### src/rtl/stack_pkg.sv
// rtl/stack_pkg.sv - shared op codes, FSM states and default sizes for the operand stack
package stack_pkg;

  localparam int DATA_W_DEF = 16;
  localparam int DEPTH_DEF  = 32;
  localparam int PTR_W_DEF  = 5;

  localparam logic [1:0] OP_PUSH = 2'b00;
  localparam logic [1:0] OP_POP  = 2'b01;
  localparam logic [1:0] OP_PEEK = 2'b10;
  localparam logic [1:0] OP_RSVD = 2'b11;

  typedef enum logic [2:0] {
    S_IDLE,
    S_WR,
    S_RD,
    S_CAP,
    S_ACK
  } state_t;

endpackage

### src/rtl/stack_unit_if.sv
// rtl/stack_unit_if.sv - request/acknowledge bundle between the control unit and the operand stack
interface stack_unit_if #(
  parameter int DATA_W = stack_pkg::DATA_W_DEF,
  parameter int PTR_W  = stack_pkg::PTR_W_DEF
);

  logic              req;
  logic [1:0]        op;
  logic              src_sel;
  logic [DATA_W-1:0] din_uc;
  logic [DATA_W-1:0] din_alu;
  logic              clr_err;
  logic              ack;
  logic              busy;
  logic [DATA_W-1:0] q_data;
  logic [PTR_W:0]    count;
  logic              full;
  logic              empty;
  logic              overflow_err;
  logic              underflow_err;

  modport master (
    output req, op, src_sel, din_uc, din_alu, clr_err,
    input  ack, busy, q_data, count, full, empty, overflow_err, underflow_err
  );

  modport slave (
    input  req, op, src_sel, din_uc, din_alu, clr_err,
    output ack, busy, q_data, count, full, empty, overflow_err, underflow_err
  );

endinterface

### src/rtl/stack_ram.sv
// rtl/stack_ram.sv - single-port synchronous RAM with registered read, array not reset
module stack_ram #(
  parameter int DATA_W = 16,
  parameter int DEPTH  = 32,
  parameter int ADDR_W = 5
) (
  input  logic              clock,
  input  logic              i_we,
  input  logic [ADDR_W-1:0] i_addr,
  input  logic [DATA_W-1:0] i_wdata,
  output logic [DATA_W-1:0] o_rdata
);

  logic [DATA_W-1:0] r_mem [DEPTH];
  logic [DATA_W-1:0] r_rdata;

  always_ff @(posedge clock) begin
    if (i_we) begin
      r_mem[i_addr] <= i_wdata;
    end
    r_rdata <= r_mem[i_addr];
  end

  assign o_rdata = r_rdata;

endmodule

### src/rtl/stack_unit.sv
// rtl/stack_unit.sv - operand stack: handshake FSM, stack pointer and sticky error flags around stack_ram
module stack_unit
  import stack_pkg::*;
#(
  parameter int DATA_W = DATA_W_DEF,
  parameter int DEPTH  = DEPTH_DEF,
  parameter int PTR_W  = PTR_W_DEF
) (
  input logic         clock,
  input logic         reset,
  stack_unit_if.slave bus
);

  state_t            r_state;
  state_t            w_next;
  logic [1:0]        r_op;
  logic [DATA_W-1:0] r_data;
  logic [DATA_W-1:0] r_q;
  logic [PTR_W:0]    r_count;
  logic              r_ovf;
  logic              r_unf;

  logic              w_full;
  logic              w_empty;
  logic [PTR_W:0]    w_cnt_dec;
  logic              w_set_ovf;
  logic              w_set_unf;
  logic              w_we;
  logic [PTR_W-1:0]  w_addr;
  logic [DATA_W-1:0] w_rdata;

  assign w_full    = (r_count == (PTR_W+1)'(DEPTH));
  assign w_empty   = (r_count == '0);
  assign w_cnt_dec = r_count - (PTR_W+1)'(1);

  always_comb begin
    w_next    = r_state;
    w_set_ovf = 1'b0;
    w_set_unf = 1'b0;
    w_we      = 1'b0;
    w_addr    = r_count[PTR_W-1:0];
    case (r_state)
      S_IDLE: begin
        if (bus.req) begin
          case (bus.op)
            OP_PUSH: begin
              if (w_full) begin
                w_next    = S_ACK;
                w_set_ovf = 1'b1;
              end else begin
                w_next = S_WR;
              end
            end
            OP_POP, OP_PEEK: begin
              if (w_empty) begin
                w_next    = S_ACK;
                w_set_unf = 1'b1;
              end else begin
                w_next = S_RD;
              end
            end
            default: w_next = S_ACK;
          endcase
        end
      end
      // a reset landing on the write edge must not commit the write
      S_WR: begin
        w_we   = !reset;
        w_next = S_ACK;
      end
      S_RD: begin
        w_addr = w_cnt_dec[PTR_W-1:0];
        w_next = S_CAP;
      end
      S_CAP:   w_next = S_ACK;
      S_ACK:   w_next = S_IDLE;
      default: w_next = S_IDLE;
    endcase
  end

  always_ff @(posedge clock) begin
    if (reset) begin
      r_state <= S_IDLE;
      r_count <= '0;
      r_q     <= '0;
      r_ovf   <= 1'b0;
      r_unf   <= 1'b0;
    end else begin
      r_state <= w_next;
      if (r_state == S_WR) begin
        r_count <= r_count + (PTR_W+1)'(1);
      end
      if (r_state == S_RD && r_op == OP_POP) begin
        r_count <= w_cnt_dec;
      end
      if (r_state == S_CAP) begin
        r_q <= w_rdata;
      end
      // a new error on the same edge as clr_err keeps the flag set
      if (w_set_ovf) begin
        r_ovf <= 1'b1;
      end else if (bus.clr_err) begin
        r_ovf <= 1'b0;
      end
      if (w_set_unf) begin
        r_unf <= 1'b1;
      end else if (bus.clr_err) begin
        r_unf <= 1'b0;
      end
    end
  end

  always_ff @(posedge clock) begin
    if (r_state == S_IDLE && bus.req) begin
      r_op   <= bus.op;
      r_data <= bus.src_sel ? bus.din_alu : bus.din_uc;
    end
  end

  stack_ram #(
    .DATA_W (DATA_W),
    .DEPTH  (DEPTH),
    .ADDR_W (PTR_W)
  ) u_ram (
    .clock   (clock),
    .i_we    (w_we),
    .i_addr  (w_addr),
    .i_wdata (r_data),
    .o_rdata (w_rdata)
  );

  assign bus.ack           = (r_state == S_ACK);
  assign bus.busy          = (r_state != S_IDLE);
  assign bus.q_data        = r_q;
  assign bus.count         = r_count;
  assign bus.full          = w_full;
  assign bus.empty         = w_empty;
  assign bus.overflow_err  = r_ovf;
  assign bus.underflow_err = r_unf;

endmodule

### src/flat_wrapper.sv
// flat-port wrapper written by rule: the top's interface ports become plain ports
module stack_unit_flat import stack_pkg::*;
#(
  parameter int DATA_W = DATA_W_DEF,
  parameter int DEPTH  = DEPTH_DEF,
  parameter int PTR_W  = PTR_W_DEF
)
  (clock, reset, bus_req, bus_op, bus_src_sel, bus_din_uc, bus_din_alu, bus_clr_err, bus_ack, bus_busy, bus_q_data, bus_count, bus_full, bus_empty, bus_overflow_err, bus_underflow_err);
  stack_unit_if #(.DATA_W(DATA_W), .PTR_W(PTR_W)) bus_i ();
  input logic clock;
  input logic reset;
  input wire logic [$bits(bus_i.req)-1:0] bus_req;
  input wire logic [$bits(bus_i.op)-1:0] bus_op;
  input wire logic [$bits(bus_i.src_sel)-1:0] bus_src_sel;
  input wire logic [$bits(bus_i.din_uc)-1:0] bus_din_uc;
  input wire logic [$bits(bus_i.din_alu)-1:0] bus_din_alu;
  input wire logic [$bits(bus_i.clr_err)-1:0] bus_clr_err;
  output wire logic [$bits(bus_i.ack)-1:0] bus_ack;
  output wire logic [$bits(bus_i.busy)-1:0] bus_busy;
  output wire logic [$bits(bus_i.q_data)-1:0] bus_q_data;
  output wire logic [$bits(bus_i.count)-1:0] bus_count;
  output wire logic [$bits(bus_i.full)-1:0] bus_full;
  output wire logic [$bits(bus_i.empty)-1:0] bus_empty;
  output wire logic [$bits(bus_i.overflow_err)-1:0] bus_overflow_err;
  output wire logic [$bits(bus_i.underflow_err)-1:0] bus_underflow_err;
  assign bus_i.req = bus_req;
  assign bus_i.op = bus_op;
  assign bus_i.src_sel = bus_src_sel;
  assign bus_i.din_uc = bus_din_uc;
  assign bus_i.din_alu = bus_din_alu;
  assign bus_i.clr_err = bus_clr_err;
  assign bus_ack = bus_i.ack;
  assign bus_busy = bus_i.busy;
  assign bus_q_data = bus_i.q_data;
  assign bus_count = bus_i.count;
  assign bus_full = bus_i.full;
  assign bus_empty = bus_i.empty;
  assign bus_overflow_err = bus_i.overflow_err;
  assign bus_underflow_err = bus_i.underflow_err;
  stack_unit #(.DATA_W(DATA_W), .DEPTH(DEPTH), .PTR_W(PTR_W)) u_core (.clock(clock), .reset(reset), .bus(bus_i));
endmodule
### config.mk
export PLATFORM = sky130hd
export DESIGN_NAME = stack_unit_flat
export DESIGN_NICKNAME = d
export VERILOG_FILES = /design/src/rtl/stack_pkg.sv /design/src/rtl/stack_unit_if.sv /design/src/rtl/stack_ram.sv /design/src/rtl/stack_unit.sv /design/src/flat_wrapper.sv
export SDC_FILE = /design/constraint.sdc
export NUM_CORES = 1
export LEC_CHECK = 0
export CELL_PAD_IN_SITES_DETAIL_PLACEMENT = 0
export CELL_PAD_IN_SITES_GLOBAL_PLACEMENT = 1
export CORE_UTILIZATION = 30
export CTS_BUF_LIST = sky130_fd_sc_hd__clkbuf_16
export DETAILED_ROUTE_END_ITERATION = 8
export GPL_TIMING_DRIVEN = 0
export PLACE_DENSITY = 0.5
export SETUP_SLACK_MARGIN = 0.4
export SYNTH_ARGS = -nofsm -noshare
export SYNTH_HDL_FRONTEND = slang
export SYNTH_SLANG_ARGS = --single-unit
### constraint.sdc
create_clock -name clock -period 3.8 [get_ports clock]
set_input_delay 0.38 -clock clock [delete_from_list [all_inputs] [get_ports clock]]
set_output_delay 0.38 -clock clock [all_outputs]
set_load 0.1 [all_outputs]
==> out/metrics.cfg, run 1 <==
[run_status]
status = complete, no violations

[global_route]
grt_pass1_wl_mm = 155
globalRoute.busiestLayer = met2
grt_use_total_pct = 22.8
met3_usage_pct = 2.38
largest_net_degree_at_the_start_of_global_routing = 33
first_global_vias = 20300
grt_util_met1_pct = 31.9
grt.met2_usage_pct = 37.2
number_of_antenna_violations_at_the_first_check_in_global_routing = 3
grt_overflow_total = 0

[critical_path]
r2r_cells = 19
critical_path.reg2reg.endpoint = u_core.u_ram.r_mem[2][8]$_DFFE_PP_
critical_path_arrival_ps = 3790
critical_path.reg2reg.startpoint = u_core.bus.count[0]$_SDFFE_PP0P_
worst-path-buf-inv = 13
worstSetupEndpointType = flop
cpMostUsedCell = sky130_fd_sc_hd__buf_12
worstSetupStartpointType = flop
crit_path_max_fanout = 16
ff2ff_setup_slack_ps = 330
worst-endpoint-required_ps = 4120
crit_chain = buf_6, clkbuf_16, clkinvlp_4, buf_12, buf_12, buf_12, ha_4, buf_12, buf_12, buf_12, nor4b_4, buf_6, clkbuf_16, nand2_4, o31ai_4, nand2_4, buf_4, nor2_4, buf_12
crit_type = reg2reg
critical_path.slowest_cell = sky130_fd_sc_hd__dfxtp_4
gate_family_responsible_for_the_most_delay_along_the_worst_path = buffers and inverters
crit_path_largest_cell_delay_ps = 350

[layout]
final_net_count = 2436
area_delta_synth_final_pct = 27.4
finalNonFillerCells = 3697
layout_commonest_cell = sky130_fd_sc_hd__edfxtp_1
layout-drive-gt1-share_pct = 26.3
most-common-layout-cells = 530 x sky130_fd_sc_hd__edfxtp_1, 309 x sky130_fd_sc_hd__mux2i_1, 191 x sky130_fd_sc_hd__a21oi_1
multi_input_comb_area_sq_um = 11700
core_occupancy_in_the_finished_layout_pct = 38.7
fillCellCount = 8913
regArea_sq_um = 16800
final_design_area_no_fill_sq_um = 36200

[floorplan]
die_height_um = 310
rows = 112
starting_density_of_the_core_pct = 30.3
core_sq_um = 93600
fp.dieArea_sq_um = 95900
num_io_pins = 67
die_width_um = 310

[placed_design]
preCtsSetupSlack_ps = -1170
finalWeightedCongestion = 0.883
port_buffers = 64
dp.cells = 3488
dp_area_sq_um = 31400
dp.final_hpwl_mm = 76.8

[worst_hold_path]
worst_hold_startpoint = reset
timing.hold.worst_path_depth = 2
holdPathEnd = u_core.bus.q_data[0]$_SDFFE_PP0P_
worstHoldPathType = in2reg

[synth]
netlist_instances = 2146
postSynthNetCount = 2190
yosys_top_cell_area_share_pct = 56.0
synth-seq-area-share_pct = 59.1
synth_warnings = 0
synthArstFlopShare_pct = 0
mappedNetlistArea_sq_um = 28400
synth_area_leaders = sky130_fd_sc_hd__edfxtp_1 56%, sky130_fd_sc_hd__mux2i_1 11%, sky130_fd_sc_hd__mux4_2 3.8%
synth.ff_latch_count = 573
syn_area_per_cell_sq_um = 13.2
synth.distinct_cells = 60
synthFlopType = sky130_fd_sc_hd__edfxtp_1
netlist.top_cell.by_area = sky130_fd_sc_hd__edfxtp_1
number_of_synthesized_flops_with_an_enable_pin = 530

[power]
power.share.switching_pct = 24.0
power.static_leakage_nw = 11.4
irDropWorstVdd_v = 0.000305
cellPowerDensity_nw_per_um2 = 401
combinational_group_share_of_total_power_pct = 8.0
part_of_the_power_in_the_clock_network_pct = 43.2
power.total_mw = 14.5
sequentialPowerShare_pct = 48.8
cellInternalPower_mw = 11.0
p_sw_mw = 3.49

[clock_network]
cts_made_buffers = 69
cts_sinks = 573
worstSkewPairLatency_ps = 630
clock_tree.htree_level_count = 3
root_cell_of_the_clock_tree = sky130_fd_sc_hd__clkbuf_16
clk_pin_slew_ps = 60
cts-hold-fix-buffers = 0
cts_max_path_buffers = 3
clock_tree_from_tritoncts = built

[sta]
maxSlewViolCount = 0
relSlewSlack_pct = 3.54
hold_violations = 0
hold-worst-slack_ps = 330
timing.clock.skew_ps = 23.9
rsz_0062_raised_after_global_routing = true
final.period_utilization_pct = 91.3
setup_total_negative_slack_ps = 0
worst_slack_setup_final_ps = 329
minimum_clock_period_after_layout_ps = 3470
worstMarginPinSlew_ps = 1450
fmax_mhz = 288
timing.final.setup_violations = 0

[routing]
drtIter0Drc = 1982
number_of_drc_violations_after_detailed_routing = 0
detail-route-antenna-nets = 0
post_drt_wl_per_cell_um = 29.7
route.detailed.vias_per_inst = 5.56
via_count = 20600
drt_wl_total_mm = 110
drtPass1Iterations = 5

[job]
maxCapViolCount = 0

## power by group through the flow
stage | sequential, mW | combinational [mW] | clock [mW]
4_1_cts | 7.11 | 1.12 | 6.41
3_3_place_gp | 7.37 | 0.735 | 0
5_1_grt | 7.09 | 1.20 | 6.64
2_1_floorplan | 7.21 | 0.436 | 0
3_5_place_dp | 7.24 | 0.986 | 0
6_report | 7.09 | 1.16 | 6.28
## how the worst max path moves through the flow
stage,slack [ps],to,cells after the start,from
after floorplan,380,u_core.u_ram.r_mem[30][0]$_DFFE_PP_,15,u_core.bus.count[0]$_SDFFE_PP0P_
after global placement,-1120,u_core.u_ram.o_rdata[4]$_DFF_P_,14,u_core.bus.count[1]$_SDFFE_PP0P_
after detailed placement,-1170,u_core.u_ram.o_rdata[4]$_DFF_P_,14,u_core.bus.count[1]$_SDFFE_PP0P_
after CTS,340,u_core.u_ram.r_mem[30][3]$_DFFE_PP_,20,u_core.bus.count[0]$_SDFFE_PP0P_
after global routing,300,u_core.u_ram.o_rdata[4]$_DFF_P_,16,u_core.bus.count[0]$_SDFFE_PP0P_
final,330,u_core.u_ram.r_mem[2][8]$_DFFE_PP_,19,u_core.bus.count[0]$_SDFFE_PP0P_
## sequential cells by signal, indices dropped and copies added, names as in the netlist
register,count
u_core.u_ram.r_mem,512
u_core.bus.q_data,16
u_core.r_data,16
u_core.u_ram.o_rdata,16
u_core.bus.count,6
u_core.r_state,3
u_core.r_op,2
u_core.bus.overflow_err,1
u_core.bus.underflow_err,1
## timing repair
action                     in CTS  in global routing
pin swaps                      58                 24
setup buffers                  62                 19
gates cloned                    4                  1
gates resized for setup       299                 26
setup endpoints to repair     533                339
## worst reg2reg max path, delay by kind of cell (launching register included)
family	cells	cell delay (ps)
buf+inv	13	1890
flops	1	350
fa+ha+maj	1	240
simple gates	4	550
compound gates	1	150
## area by class of cell
cell class / count / share of cell area [%]
repair buffers: 176 / 6.56
diodes: 3 / 0.0207
flip-flops and latches: 573 / 46.4
inverters: 54 / 0.570
multi-input cells: 1326 / 32.4
clock buffers: 74 / 5.12
well taps: 1254 / 4.34
plain buffers: 192 / 3.90
clock inverters: 45 / 0.674
## cell families (layout without fill, tap and decap cells)
family / Yosys count / in the layout / share of synthesized area, %
compound gates: 397 / 397 / 9.23
fa+ha+maj: 5 / 5 / 0.220
other cells: 0 / 3 / 0
flops: 573 / 573 / 59.1
mux: 390 / 390 / 16.0
xor+xnor: 5 / 5 / 0.154
simple gates: 529 / 529 / 11.3
buf+inv: 247 / 541 / 4.03
## cell usage after synthesis (all sizes together) (16+ instances only)
cell,n
edfxtp,530
mux2i,309
a21oi,211
nand2,139
nand3b,130
buf,116
a32oi,84
clkbuf,77
nand3,69
or3b,66
inv,53
mux4,48
dfxtp,43
nor2,35
mux2,33
or4,33
o2111ai,32
a221oi,16
nand4,16
o31ai,16
## layer usage
layer | part of all wire, % | vias up
li1 | - | 8957
met1 | 45 | 10800
met2 | 47 | 697
met3 | 4.8 | 148
met4 | 2.9 | 0
met5 | 0 | -
Note: power is estimated with default switching activity, not from simulation.
==> run 2, diff against run 1 <==
--- a/config.mk
+++ b/config.mk
@@ -5,6 +5,7 @@
 export SDC_FILE = /design/constraint.sdc
 export NUM_CORES = 1
 export LEC_CHECK = 0
+export ABC_AREA = 0
 export CELL_PAD_IN_SITES_DETAIL_PLACEMENT = 0
 export CELL_PAD_IN_SITES_GLOBAL_PLACEMENT = 1
 export CORE_UTILIZATION = 30
==> results of run 2 <==
The final DEF is identical to that of run 1; final timing and power are the same.
==> run 3, diff against run 2 <==
--- a/config.mk
+++ b/config.mk
@@ -8,11 +8,12 @@
 export ABC_AREA = 0
 export CELL_PAD_IN_SITES_DETAIL_PLACEMENT = 0
 export CELL_PAD_IN_SITES_GLOBAL_PLACEMENT = 1
+export CORE_ASPECT_RATIO = 0.6
 export CORE_UTILIZATION = 30
 export CTS_BUF_LIST = sky130_fd_sc_hd__clkbuf_16
 export DETAILED_ROUTE_END_ITERATION = 8
 export GPL_TIMING_DRIVEN = 0
-export PLACE_DENSITY = 0.5
+export PLACE_DENSITY_LB_ADDON = 0.1
 export SETUP_SLACK_MARGIN = 0.4
 export SYNTH_ARGS = -nofsm -noshare
 export SYNTH_HDL_FRONTEND = slang
==> run 3 against run 2 <==
Against the previous run: setup slack worse by 32 ps; total power is 5.2% lower; largest cell class unchanged; sequential power barely moved; via count is 1.8% higher; clock skew increased by 6.8 ps; highest routed layer is now met5; first-iteration DRC count increased by 20%; utilization fell by 0.17 points; worst hold slack got worse by 150 ps; critical endpoint is now u_core.u_ram.o_rdata[6]$_DFF_P_; routed wire length up 4.7%.
==> out/metrics.cfg, run 3 (same netlist as run 1, synthesis figures left out) <==
[worst_hold_path]
holdPathEnd = u_core.bus.overflow_err$_SDFFE_PP0P_  ; was u_core.bus.q_data[0]$_SDFFE_PP0P_
worst_hold_startpoint = reset  ; unchanged
worstHoldPathType = in2reg  ; unchanged
timing.hold.worst_path_depth = 2  ; unchanged

[power]
cellPowerDensity_nw_per_um2 = 386  ; was 401 nW/um^2
power.static_leakage_nw = 11.1  ; was 11.4 nW
power.share.switching_pct = 24.8  ; was 24.0%
part_of_the_power_in_the_clock_network_pct = 40.0  ; was 43.2%
p_sw_mw = 3.42  ; was 3.49 mW
irDropWorstVdd_v = 0.000324  ; was 0.000305 V
sequentialPowerShare_pct = 51.5  ; was 48.8%
cellInternalPower_mw = 10.4  ; was 11.0 mW
combinational_group_share_of_total_power_pct = 8.5  ; was 8.0%
power.total_mw = 13.8  ; was 14.5 mW

[placed_design]
port_buffers = 64  ; unchanged
dp.cells = 3467  ; was 3488
dp_area_sq_um = 31400  ; about the same
finalWeightedCongestion = 0.899  ; was 0.883
dp.final_hpwl_mm = 82.6  ; was 76.8 mm

[routing]
detail-route-antenna-nets = 0  ; unchanged
drtPass1Iterations = 5  ; unchanged
number_of_drc_violations_after_detailed_routing = 0  ; unchanged
route.detailed.vias_per_inst = 5.73  ; was 5.56
via_count = 20900  ; was 20.6k
drtIter0Drc = 2382  ; was 1982
drt_wl_total_mm = 115  ; was 110 mm
post_drt_wl_per_cell_um = 31.5  ; was 29.7 um

[sta]
hold_violations = 0  ; unchanged
rsz_0062_raised_after_global_routing = true  ; unchanged
setup_total_negative_slack_ps = 0  ; unchanged
timing.clock.skew_ps = 30.7  ; was 23.9 ps
timing.final.setup_violations = 0  ; unchanged
worstMarginPinSlew_ps = 1450  ; about the same
fmax_mhz = 285  ; was 288 MHz
minimum_clock_period_after_layout_ps = 3500  ; was 3470 ps
final.period_utilization_pct = 92.2  ; was 91.3%
maxSlewViolCount = 0  ; unchanged
relSlewSlack_pct = 3.32  ; was 3.54%

[floorplan]
die_height_um = 240  ; was 310 um
num_io_pins = 67  ; unchanged
rows = 86  ; was 112
core_sq_um = 92800  ; was 93600 sq um
fp.dieArea_sq_um = 95900  ; about the same
starting_density_of_the_core_pct = 30.6  ; was 30.3%
die_width_um = 399  ; was 310 um

[critical_path]
critical_path.slowest_cell = sky130_fd_sc_hd__a32oi_4  ; was sky130_fd_sc_hd__dfxtp_4
critical_path_arrival_ps = 3960  ; was 3790 ps
gate_family_responsible_for_the_most_delay_along_the_worst_path = buffers and inverters  ; unchanged
critical_path.reg2reg.startpoint = u_core.bus.count[0]$_SDFFE_PP0P_  ; unchanged
worstSetupEndpointType = flop  ; unchanged
worst-path-buf-inv = 9  ; was 13
worst-endpoint-required_ps = 4250  ; was 4120 ps
crit_type = reg2reg  ; unchanged
r2r_cells = 15  ; was 19
crit_chain = buf_8, clkbuf_16, inv_6, buf_12, buf_12, buf_12, ha_4, buf_12, nor4bb_4, buf_6, buf_2, a32oi_1, o2111ai_2, a32oi_4, nand4_1  ; was buf_6, clkbuf_16, clkinvlp_4, buf_12, buf_12, buf_12, ha_4, buf_12, buf_12, buf_12, nor4b_4, buf_6, clkbuf_16, nand2_4, o31ai_4, nand2_4, buf_4, nor2_4, buf_12
worstSetupStartpointType = flop  ; unchanged
crit_path_max_fanout = 10  ; was 16
cpMostUsedCell = sky130_fd_sc_hd__buf_12  ; unchanged
critical_path.reg2reg.endpoint = u_core.u_ram.o_rdata[6]$_DFF_P_  ; was u_core.u_ram.r_mem[2][8]$_DFFE_PP_
ff2ff_setup_slack_ps = 300  ; was 330 ps
crit_path_largest_cell_delay_ps = 500  ; was 350 ps

[layout]
regArea_sq_um = 16800  ; unchanged
multi_input_comb_area_sq_um = 11700  ; about the same
layout-drive-gt1-share_pct = 25.4  ; was 26.3%
layout_commonest_cell = sky130_fd_sc_hd__edfxtp_1  ; unchanged
most-common-layout-cells = 530 x sky130_fd_sc_hd__edfxtp_1, 308 x sky130_fd_sc_hd__mux2i_1, 204 x sky130_fd_sc_hd__a21oi_1  ; was 530 x sky130_fd_sc_hd__edfxtp_1, 309 x sky130_fd_sc_hd__mux2i_1, 191 x sky130_fd_sc_hd__a21oi_1
largest_register_ffs = 512  ; unchanged
registers.top_by_ff_count = u_core.u_ram.r_mem  ; unchanged
core_occupancy_in_the_finished_layout_pct = 38.5  ; was 38.7%
final_design_area_no_fill_sq_um = 35700  ; was 36200 sq um
area_delta_synth_final_pct = 25.7  ; was 27.4%
fillCellCount = 8730  ; was 8913
finalNonFillerCells = 3654  ; was 3697
final_net_count = 2415  ; was 2436

[global_route]
grt_use_total_pct = 23.7  ; was 22.8%
first_global_vias = 20400  ; was 20.3k
largest_net_degree_at_the_start_of_global_routing = 33  ; unchanged
grt_overflow_total = 0  ; unchanged
grt_pass1_wl_mm = 159  ; was 155 mm
number_of_antenna_violations_at_the_first_check_in_global_routing = 7  ; was 3

[run_status]
status = complete, no violations  ; unchanged

[job]
maxCapViolCount = 0  ; unchanged

[clock_network]
cts_sinks = 573  ; unchanged
clk_pin_slew_ps = 70  ; was 60 ps
worstSkewPairLatency_ps = 650  ; was 630 ps
clock_tree.htree_level_count = 2  ; was 3
cts_made_buffers = 58  ; was 69
cts_max_path_buffers = 3  ; unchanged
root_cell_of_the_clock_tree = sky130_fd_sc_hd__clkbuf_16  ; unchanged
cts-hold-fix-buffers = 0  ; unchanged
clock_tree_from_tritoncts = built  ; unchanged

[run 3: changes by cell type in the layout (fill, tap and decap cells not counted), moves of 4 or more]
cell                        change
sky130_fd_sc_hd__a211oi_2       -7
sky130_fd_sc_hd__buf_12         +8
sky130_fd_sc_hd__o31ai_2        +7
sky130_fd_sc_hd__clkbuf_16     -12
sky130_fd_sc_hd__a32oi_4        -4
sky130_fd_sc_hd__buf_16         -6
sky130_fd_sc_hd__a32oi_2        +4
sky130_fd_sc_hd__buf_4         -20
sky130_fd_sc_hd__a21oi_1       +13
sky130_fd_sc_hd__o31ai_4        +6
sky130_fd_sc_hd__o31ai_1       -13
sky130_fd_sc_hd__a211oi_1       +7
sky130_fd_sc_hd__a21oi_4       -12
[run 3: cell type report]
| cell class | count | area share (%) |
|---|---|---|
| flip-flops and latches | 573 | 47.0 |
| clock buffers | 59 | 4.14 |
| repair buffers | 165 | 6.53 |
| plain buffers | 193 | 3.94 |
| clock inverters | 48 | 0.708 |
| diodes | 4 | 0.0280 |
| well taps | 1232 | 4.32 |
| multi-input cells | 1326 | 32.7 |
| inverters | 54 | 0.582 |
[run 3: stage by stage]
stage	worst slack [ps]	hold WS [ps]
2_1_floorplan	378	417
3_3_place_gp	-1370	436
3_5_place_dp	-1270	434
4_1_cts	365	145
5_1_grt	294	159
6_report	297	179
[run 3: power by group through the flow]
stage	Sequential, mW	Clock (mW)	Combinational [mW]
floorplan	7.21	0	0.436
global placement	7.38	0	0.766
detailed placement	7.23	0	1.02
CTS	7.10	5.62	1.14
global route	7.10	5.85	1.21
finish	7.09	5.51	1.18
[run 3: repair_timing]
| item | in CTS | in global routing |
|---|---|---|
| pin swaps | 42 | 37 |
| gates cloned | 4 | 5 |
| setup endpoints to repair | 531 | 335 |
| resized for setup | 245 | 79 |
| buffers inserted | 54 | 13 |
[run 3: routing by layer]
metal	routed length, um	part of all wire [%]	track usage [%]
met2	43900	38	31.1
met1	57900	50	38.4
met5	21	0.018	0
met3	11000	9.5	5.08
met4	2310	2.0	4.80
[run 3: worst max-delay path by stage]
stage	start	end	cells after the start
3_3_place_gp	u_core.bus.count[0]$_SDFFE_PP0P_	u_core.u_ram.r_mem[19][8]$_DFFE_PP_	7
3_5_place_dp	u_core.bus.count[1]$_SDFFE_PP0P_	u_core.u_ram.r_mem[25][4]$_DFFE_PP_	14
4_1_cts	u_core.bus.count[0]$_SDFFE_PP0P_	u_core.u_ram.o_rdata[9]$_DFF_P_	15
5_1_grt	u_core.bus.count[0]$_SDFFE_PP0P_	u_core.u_ram.o_rdata[6]$_DFF_P_	15
6_report	u_core.bus.count[0]$_SDFFE_PP0P_	u_core.u_ram.o_rdata[6]$_DFF_P_	15
2_1_floorplan	u_core.bus.count[0]$_SDFFE_PP0P_	u_core.u_ram.r_mem[30][0]$_DFFE_PP_	15
